### config.mk
export PLATFORM = sky130hd
export DESIGN_NAME = simple_circuit_tester
export DESIGN_NICKNAME = d
export VERILOG_FILES = /design/src/rtl/simple_circuit_pkg.sv /design/src/rtl/simple_circuit_golden.sv /design/src/rtl/simple_circuit_tester.sv
export SDC_FILE = /design/constraint.sdc
export NUM_CORES = 1
export LEC_CHECK = 0
export CAP_MARGIN = 5
export CORE_ASPECT_RATIO = 2
export CORE_MARGIN = 2
export CORE_UTILIZATION = 46
export CTS_CLUSTER_SIZE = 12
export DETAILED_ROUTE_END_ITERATION = 6
export PLACE_DENSITY = 0.74
export SYNTH_ARGS = -nofsm -noshare
export SYNTH_HDL_FRONTEND = slang
export SYNTH_SLANG_ARGS = --single-unit
### constraint.sdc
create_clock -name clk -period 1.7 [get_ports clk]
set_clock_uncertainty 0.1 [all_clocks]
set_input_delay 0.17 -clock clk [delete_from_list [all_inputs] [get_ports clk]]
set_output_delay 0.17 -clock clk [all_outputs]
set_load 0.1 [all_outputs]
### src/rtl/simple_circuit_pkg.sv
// rtl/simple_circuit_pkg.sv - shared types, constants and golden function for the gate-circuit self-test
//
// Contents:
//   state_e   : sequencer states (IDLE, DRIVE, SETTLE, SAMPLE, DONE)
//   N_VECTORS : number of input vectors walked per sweep
//   golden()  : reference function x = (a & b) | ~c of the circuit under test
package simple_circuit_pkg;

  localparam int N_VECTORS = 8;

  typedef enum logic [2:0] {
    IDLE   = 3'd0,
    DRIVE  = 3'd1,
    SETTLE = 3'd2,
    SAMPLE = 3'd3,
    DONE   = 3'd4
  } state_e;

  function automatic logic golden(input logic a, input logic b, input logic c);
    return (a & b) | ~c;
  endfunction

endpackage

### src/rtl/simple_circuit_golden.sv
// rtl/simple_circuit_golden.sv - combinational expected response for a circuit input vector
//
// Ports:
//   stim_i [2:0] : circuit inputs {C,B,A}
//   exp_o        : expected circuit output x
module simple_circuit_golden
  import simple_circuit_pkg::*;
(
  input  logic [2:0] stim_i,
  output logic       exp_o
);

  assign exp_o = golden(stim_i[0], stim_i[1], stim_i[2]);

endmodule

### src/rtl/simple_circuit_tester.sv
// rtl/simple_circuit_tester.sv - self-test sequencer sweeping all input vectors of the gate circuit
//
// Ports:
//   clk        : system clock, rising edge
//   rst        : synchronous active-high reset
//   start      : request a sweep (accepted in IDLE or DONE only)
//   abort      : cancel a running sweep, results kept for debug
//   resp       : circuit output x
//   stim [2:0] : circuit inputs, stim[0]=A, stim[1]=B, stim[2]=C
//   busy       : sweep in progress
//   done       : sweep finished, held until next start/abort/rst
//   pass       : no vector failed (valid with done)
//   err_count  : number of failing vectors, 0..8
//   fail_map   : bit v set when vector v failed
module simple_circuit_tester
  import simple_circuit_pkg::*;
#(
  parameter int SETTLE_CYCLES = 2
) (
  input  logic       clk,
  input  logic       rst,
  input  logic       start,
  input  logic       abort,
  input  logic       resp,
  output logic [2:0] stim,
  output logic       busy,
  output logic       done,
  output logic       pass,
  output logic [3:0] err_count,
  output logic [7:0] fail_map
);

  localparam logic [3:0] SETTLE_LOAD = 4'(SETTLE_CYCLES - 1);
  localparam logic [2:0] LAST_VEC    = 3'(N_VECTORS - 1);

  state_e     state_q, state_d;
  logic [2:0] v_q, v_d;
  logic [3:0] cnt_q, cnt_d;
  logic [2:0] stim_q, stim_d;
  logic       pass_q, pass_d;
  logic [3:0] err_q, err_d;
  logic [7:0] map_q, map_d;
  logic       exp_x;

  simple_circuit_golden u_golden (
    .stim_i (stim_q),
    .exp_o  (exp_x)
  );

  always_ff @(posedge clk) begin
    if (rst) begin
      state_q <= IDLE;
      v_q     <= '0;
      cnt_q   <= '0;
      stim_q  <= '0;
      pass_q  <= 1'b0;
      err_q   <= '0;
      map_q   <= '0;
    end else begin
      state_q <= state_d;
      v_q     <= v_d;
      cnt_q   <= cnt_d;
      stim_q  <= stim_d;
      pass_q  <= pass_d;
      err_q   <= err_d;
      map_q   <= map_d;
    end
  end

  always_comb begin
    state_d = state_q;
    v_d     = v_q;
    cnt_d   = cnt_q;
    stim_d  = stim_q;
    pass_d  = pass_q;
    err_d   = err_q;
    map_d   = map_q;

    unique case (state_q)
      IDLE, DONE: begin
        if (start) begin
          err_d   = '0;
          map_d   = '0;
          pass_d  = 1'b0;
          v_d     = '0;
          stim_d  = '0;
          state_d = DRIVE;
        end
      end
      DRIVE: begin
        // stim already carries v: it is only ever loaded on the way into DRIVE.
        cnt_d   = SETTLE_LOAD;
        state_d = SETTLE;
      end
      SETTLE: begin
        if (cnt_q == 4'd0) state_d = SAMPLE;
        else               cnt_d   = cnt_q - 4'd1;
      end
      SAMPLE: begin
        if (resp != exp_x) begin
          map_d[v_q] = 1'b1;
          err_d      = err_q + 4'd1;
        end
        if (v_q == LAST_VEC) begin
          // err_d already includes the vector sampled this cycle.
          pass_d  = (err_d == 4'd0);
          state_d = DONE;
        end else begin
          v_d     = v_q + 3'd1;
          stim_d  = v_q + 3'd1;
          state_d = DRIVE;
        end
      end
      default: state_d = IDLE;
    endcase

    // Abort overrides everything, including a simultaneous start; the
    // partial results are left visible for debug.
    if (abort) begin
      state_d = IDLE;
      pass_d  = 1'b0;
      stim_d  = '0;
      err_d   = err_q;
      map_d   = map_q;
    end
  end

  assign stim      = stim_q;
  assign busy      = (state_q == DRIVE) || (state_q == SETTLE) || (state_q == SAMPLE);
  assign done      = (state_q == DONE);
  assign pass      = pass_q;
  assign err_count = err_q;
  assign fail_map  = map_q;

endmodule

==> impl_metrics.env <==
export IMPL_ys_seq_area_frac=0.4198
export IMPL_cts_buffers_inserted=3
export IMPL_drt_pass1_iter_count=4
export IMPL_htreeDepth=1
export IMPL_clockBufferDepth=2
export IMPL_yosysWarnings=0
export IMPL_r2r_slack_ns=0.005
export IMPL_portBuffers=22
export IMPL_multi_input_area_um2=723.2
export IMPL_hold_violations=0
export IMPL_setup_ws_ns=0.005260
export IMPL_drt_vias_per_instance=5.579
export IMPL_power_density_mw_per_mm2=649.8
export IMPL_ys_types=40
export IMPL_seq_area_um2=541.8
export IMPL_grt_antenna_before_repair=0
export IMPL_grt_busiest_layer="met2"
export IMPL_synthCells=134
export IMPL_layout_commonest_cell="buf_4"
export IMPL_grt_overflow_total=0
export IMPL_die_y_um=77.42
export IMPL_dpl_cell_area_mm2=0.001847
export IMPL_synth_edff_count=0
export IMPL_synth_top_cell_by_area="dfxtp_1"
export IMPL_crit_type="reg2reg"
export IMPL_routed_wirelength_um=3124
export IMPL_cp_required_ns=1.79
export IMPL_crit_path_max_fanout=4
export IMPL_core_area_mm2=0.002570
export IMPL_cts_tree="yes"
export IMPL_slew_headroom=0.7501
export IMPL_synth_top_cells_by_area="dfxtp_1 42%, ha_1 5.0%, a21oi_1 4.8%"
export IMPL_synthFlopType="dfxtp_1"
export IMPL_grt_usage=0.2233
export IMPL_use_met3=0.02571
export IMPL_hold_path_end="state_q[2]$_SDFFE_PP0P_"
export IMPL_final_area_mm2=0.001984
export IMPL_finalPower_mw=1.289
export IMPL_setup_viol=0
export IMPL_yosysTopAreaCellShare=0.4198
export IMPL_num_rows=26
export IMPL_rsz0062_at_grt="yes"
export IMPL_r2r_start="stim[2]$_SDFFE_PP0P_"
export IMPL_grt_pass1_vias=1183
export IMPL_r2r_end="pass$_SDFFE_PP0P_"
export IMPL_critPathLaunchType="register"
export IMPL_nNetsFinal=192
export IMPL_slew_violations=0
export IMPL_max_freq_mhz=590.1
export IMPL_tightest_slew_ns=0.3720
export IMPL_die_area_mm2=0.003152
export IMPL_cts_clk_slew_worst_paths_ns=0.09
export IMPL_min_delay_path_depth=3
export IMPL_ys_ff_latch=26
export IMPL_ant_nets=0
export IMPL_insertion_delay_ns=0.27
export IMPL_hp_class="in2reg"
export IMPL_io_pins=23
export IMPL_grt_start_max_net_pins=16
export IMPL_diodes=0
export IMPL_die_w_um=40.71
export IMPL_fillers=176
export IMPL_status="complete, no violations"
export IMPL_synth_cell_area_mm2=0.001240
export IMPL_grt_pass1_wl_um=5050
export IMPL_met1_usage=0.2391
export IMPL_hpwl_um=2392
export IMPL_start_util=0.4825
export IMPL_avgSynthCellArea_um2=9.253
export IMPL_endpoint_kind="register"
export IMPL_static_leakage_power_nw=0.8011
export IMPL_met2_usage=0.3841
export IMPL_wl_per_cell_um=14.95
export IMPL_hold_start="start"
export IMPL_area_growth_pct=60.04
export IMPL_dr_first_iter_drc_count=16
export IMPL_clock_sinks=26
export IMPL_fin_util=0.7722
export IMPL_post_place_ws_ns=-0.3164
export IMPL_clk_root_buffer_cell="clkbuf_8"
export IMPL_min_period_ns=1.695
export IMPL_vias=1166
export IMPL_drv_cap=0
export IMPL_final_cell_mix="26 x buf_4, 18 x buf_12, 17 x dfxtp_1"
export IMPL_globalplace_congestion=0.8335
export IMPL_drc_errors=0
export IMPL_r2r_cells=5
export IMPL_ir_drop_uv=651.6
export IMPL_crit_arrival_ns=1.79
export IMPL_syn_num_nets=144
export IMPL_ys_async_sr_fraction=0
export IMPL_drive_gt1_frac=0.4420
export IMPL_startpoint="stim[2]$_SDFFE_PP0P_"
export IMPL_finalCritPeriodShare=0.9969
[where the power goes]
| group | switching [mW] | internal [mW] |
|---|---|---|
| clock | 0.200 | 0.315 |
| combinational | 0.0872 | 0.0714 |
| sequential | 0.00645 | 0.609 |
[per-stage QoR]
step / instances / hold WS (ns) / setup TNS [ns]
CTS: 209 / 0.2656 / -0.004752
floorplan: 134 / 0.1493 / -0.2119
global placement: 204 / 0.4007 / -2.699
finish: 209 / 0.2899 / 0
detailed placement: 204 / 0.3944 / -3.203
global route: 209 / 0.3431 / -0.09248
[synth_stat cells, types with 2 or more instances]
cell type  count
a211oi_1       2
a21boi_0       2
a21oi_1       12
a21oi_2        2
a22o_1         4
a22o_2         4
and3b_1        2
buf_6          2
clkbuf_1       2
dfxtp_1       26
ha_1           5
inv_1          5
nand2_1       10
nand2b_1       4
nand4_1        2
nand4b_1       2
nor2_1        14
nor3_1         8
nor3b_1        2
o21ai_0        2
xor2_1         3
[logic make-up (layout without fill, tap and decap cells)]
family                     after synthesis  count (layout)  synth area share
AOI/OAI and AO/OA                       34              34            0.2018
xor gates and xnor gates                 5               5           0.04138
adders and majority gates                5               5           0.05045
buffers and inverters                   10              57           0.04339
DFF                                     26              26            0.4198
muxes                                    1               1          0.008073
and+or+nand+nor                         53              53            0.2351
[cell type report]
cell class                 instances  area share
inverter                           5    0.009458
timing repair buffer              48      0.2995
clock inverter                     1     0.01513
sequential                        26      0.2730
clock buffer                       3     0.02081
multi-input combinational         98      0.3644
tap                               28     0.01765
[sequential cells by signal, summed over array words and instances, names as in the netlist]
signal and flops:
pass 1, stim 3, fail_map 8, err_count 4, cnt_q 4, state_q 3, v_q 3
[layer usage]
metal | vias up | share of wire
met1 | 553 | 0.35
li1 | 572 | -
met5 | - | 0
met4 | 0 | 0.054
met2 | 26 | 0.58
met3 | 15 | 0.018
[worst max-delay path by stage]
stage	endpoint	slack [ns]	cells after the start
2_1_floorplan	pass$_SDFFE_PP0P_	-0.20	5
6_report	pass$_SDFFE_PP0P_	0.005	5
4_1_cts	pass$_SDFFE_PP0P_	-0.005	5
3_5_place_dp	fail_map[7]$_SDFFE_PP0P_	-0.32	6
3_3_place_gp	fail_map[7]$_SDFFE_PP0P_	-0.27	6
5_1_grt	pass$_SDFFE_PP0P_	-0.09	5
[worst max-delay path, stage by stage (launching register included)]
cell and delay, ns:
dfxtp_4 0.35, a21boi_4 0.22, xnor2_2 0.17, a21boi_1 0.09, or4_1 0.49, o31ai_2 0.20
[repair_timing]
action,CTS,global route
pin swaps,3,4
setup buffers,1,0
endpoints found under the setup margin,4,18
resized for setup,4,13
hold buffers,0,0
Note: power is estimated with default switching activity, not from simulation.
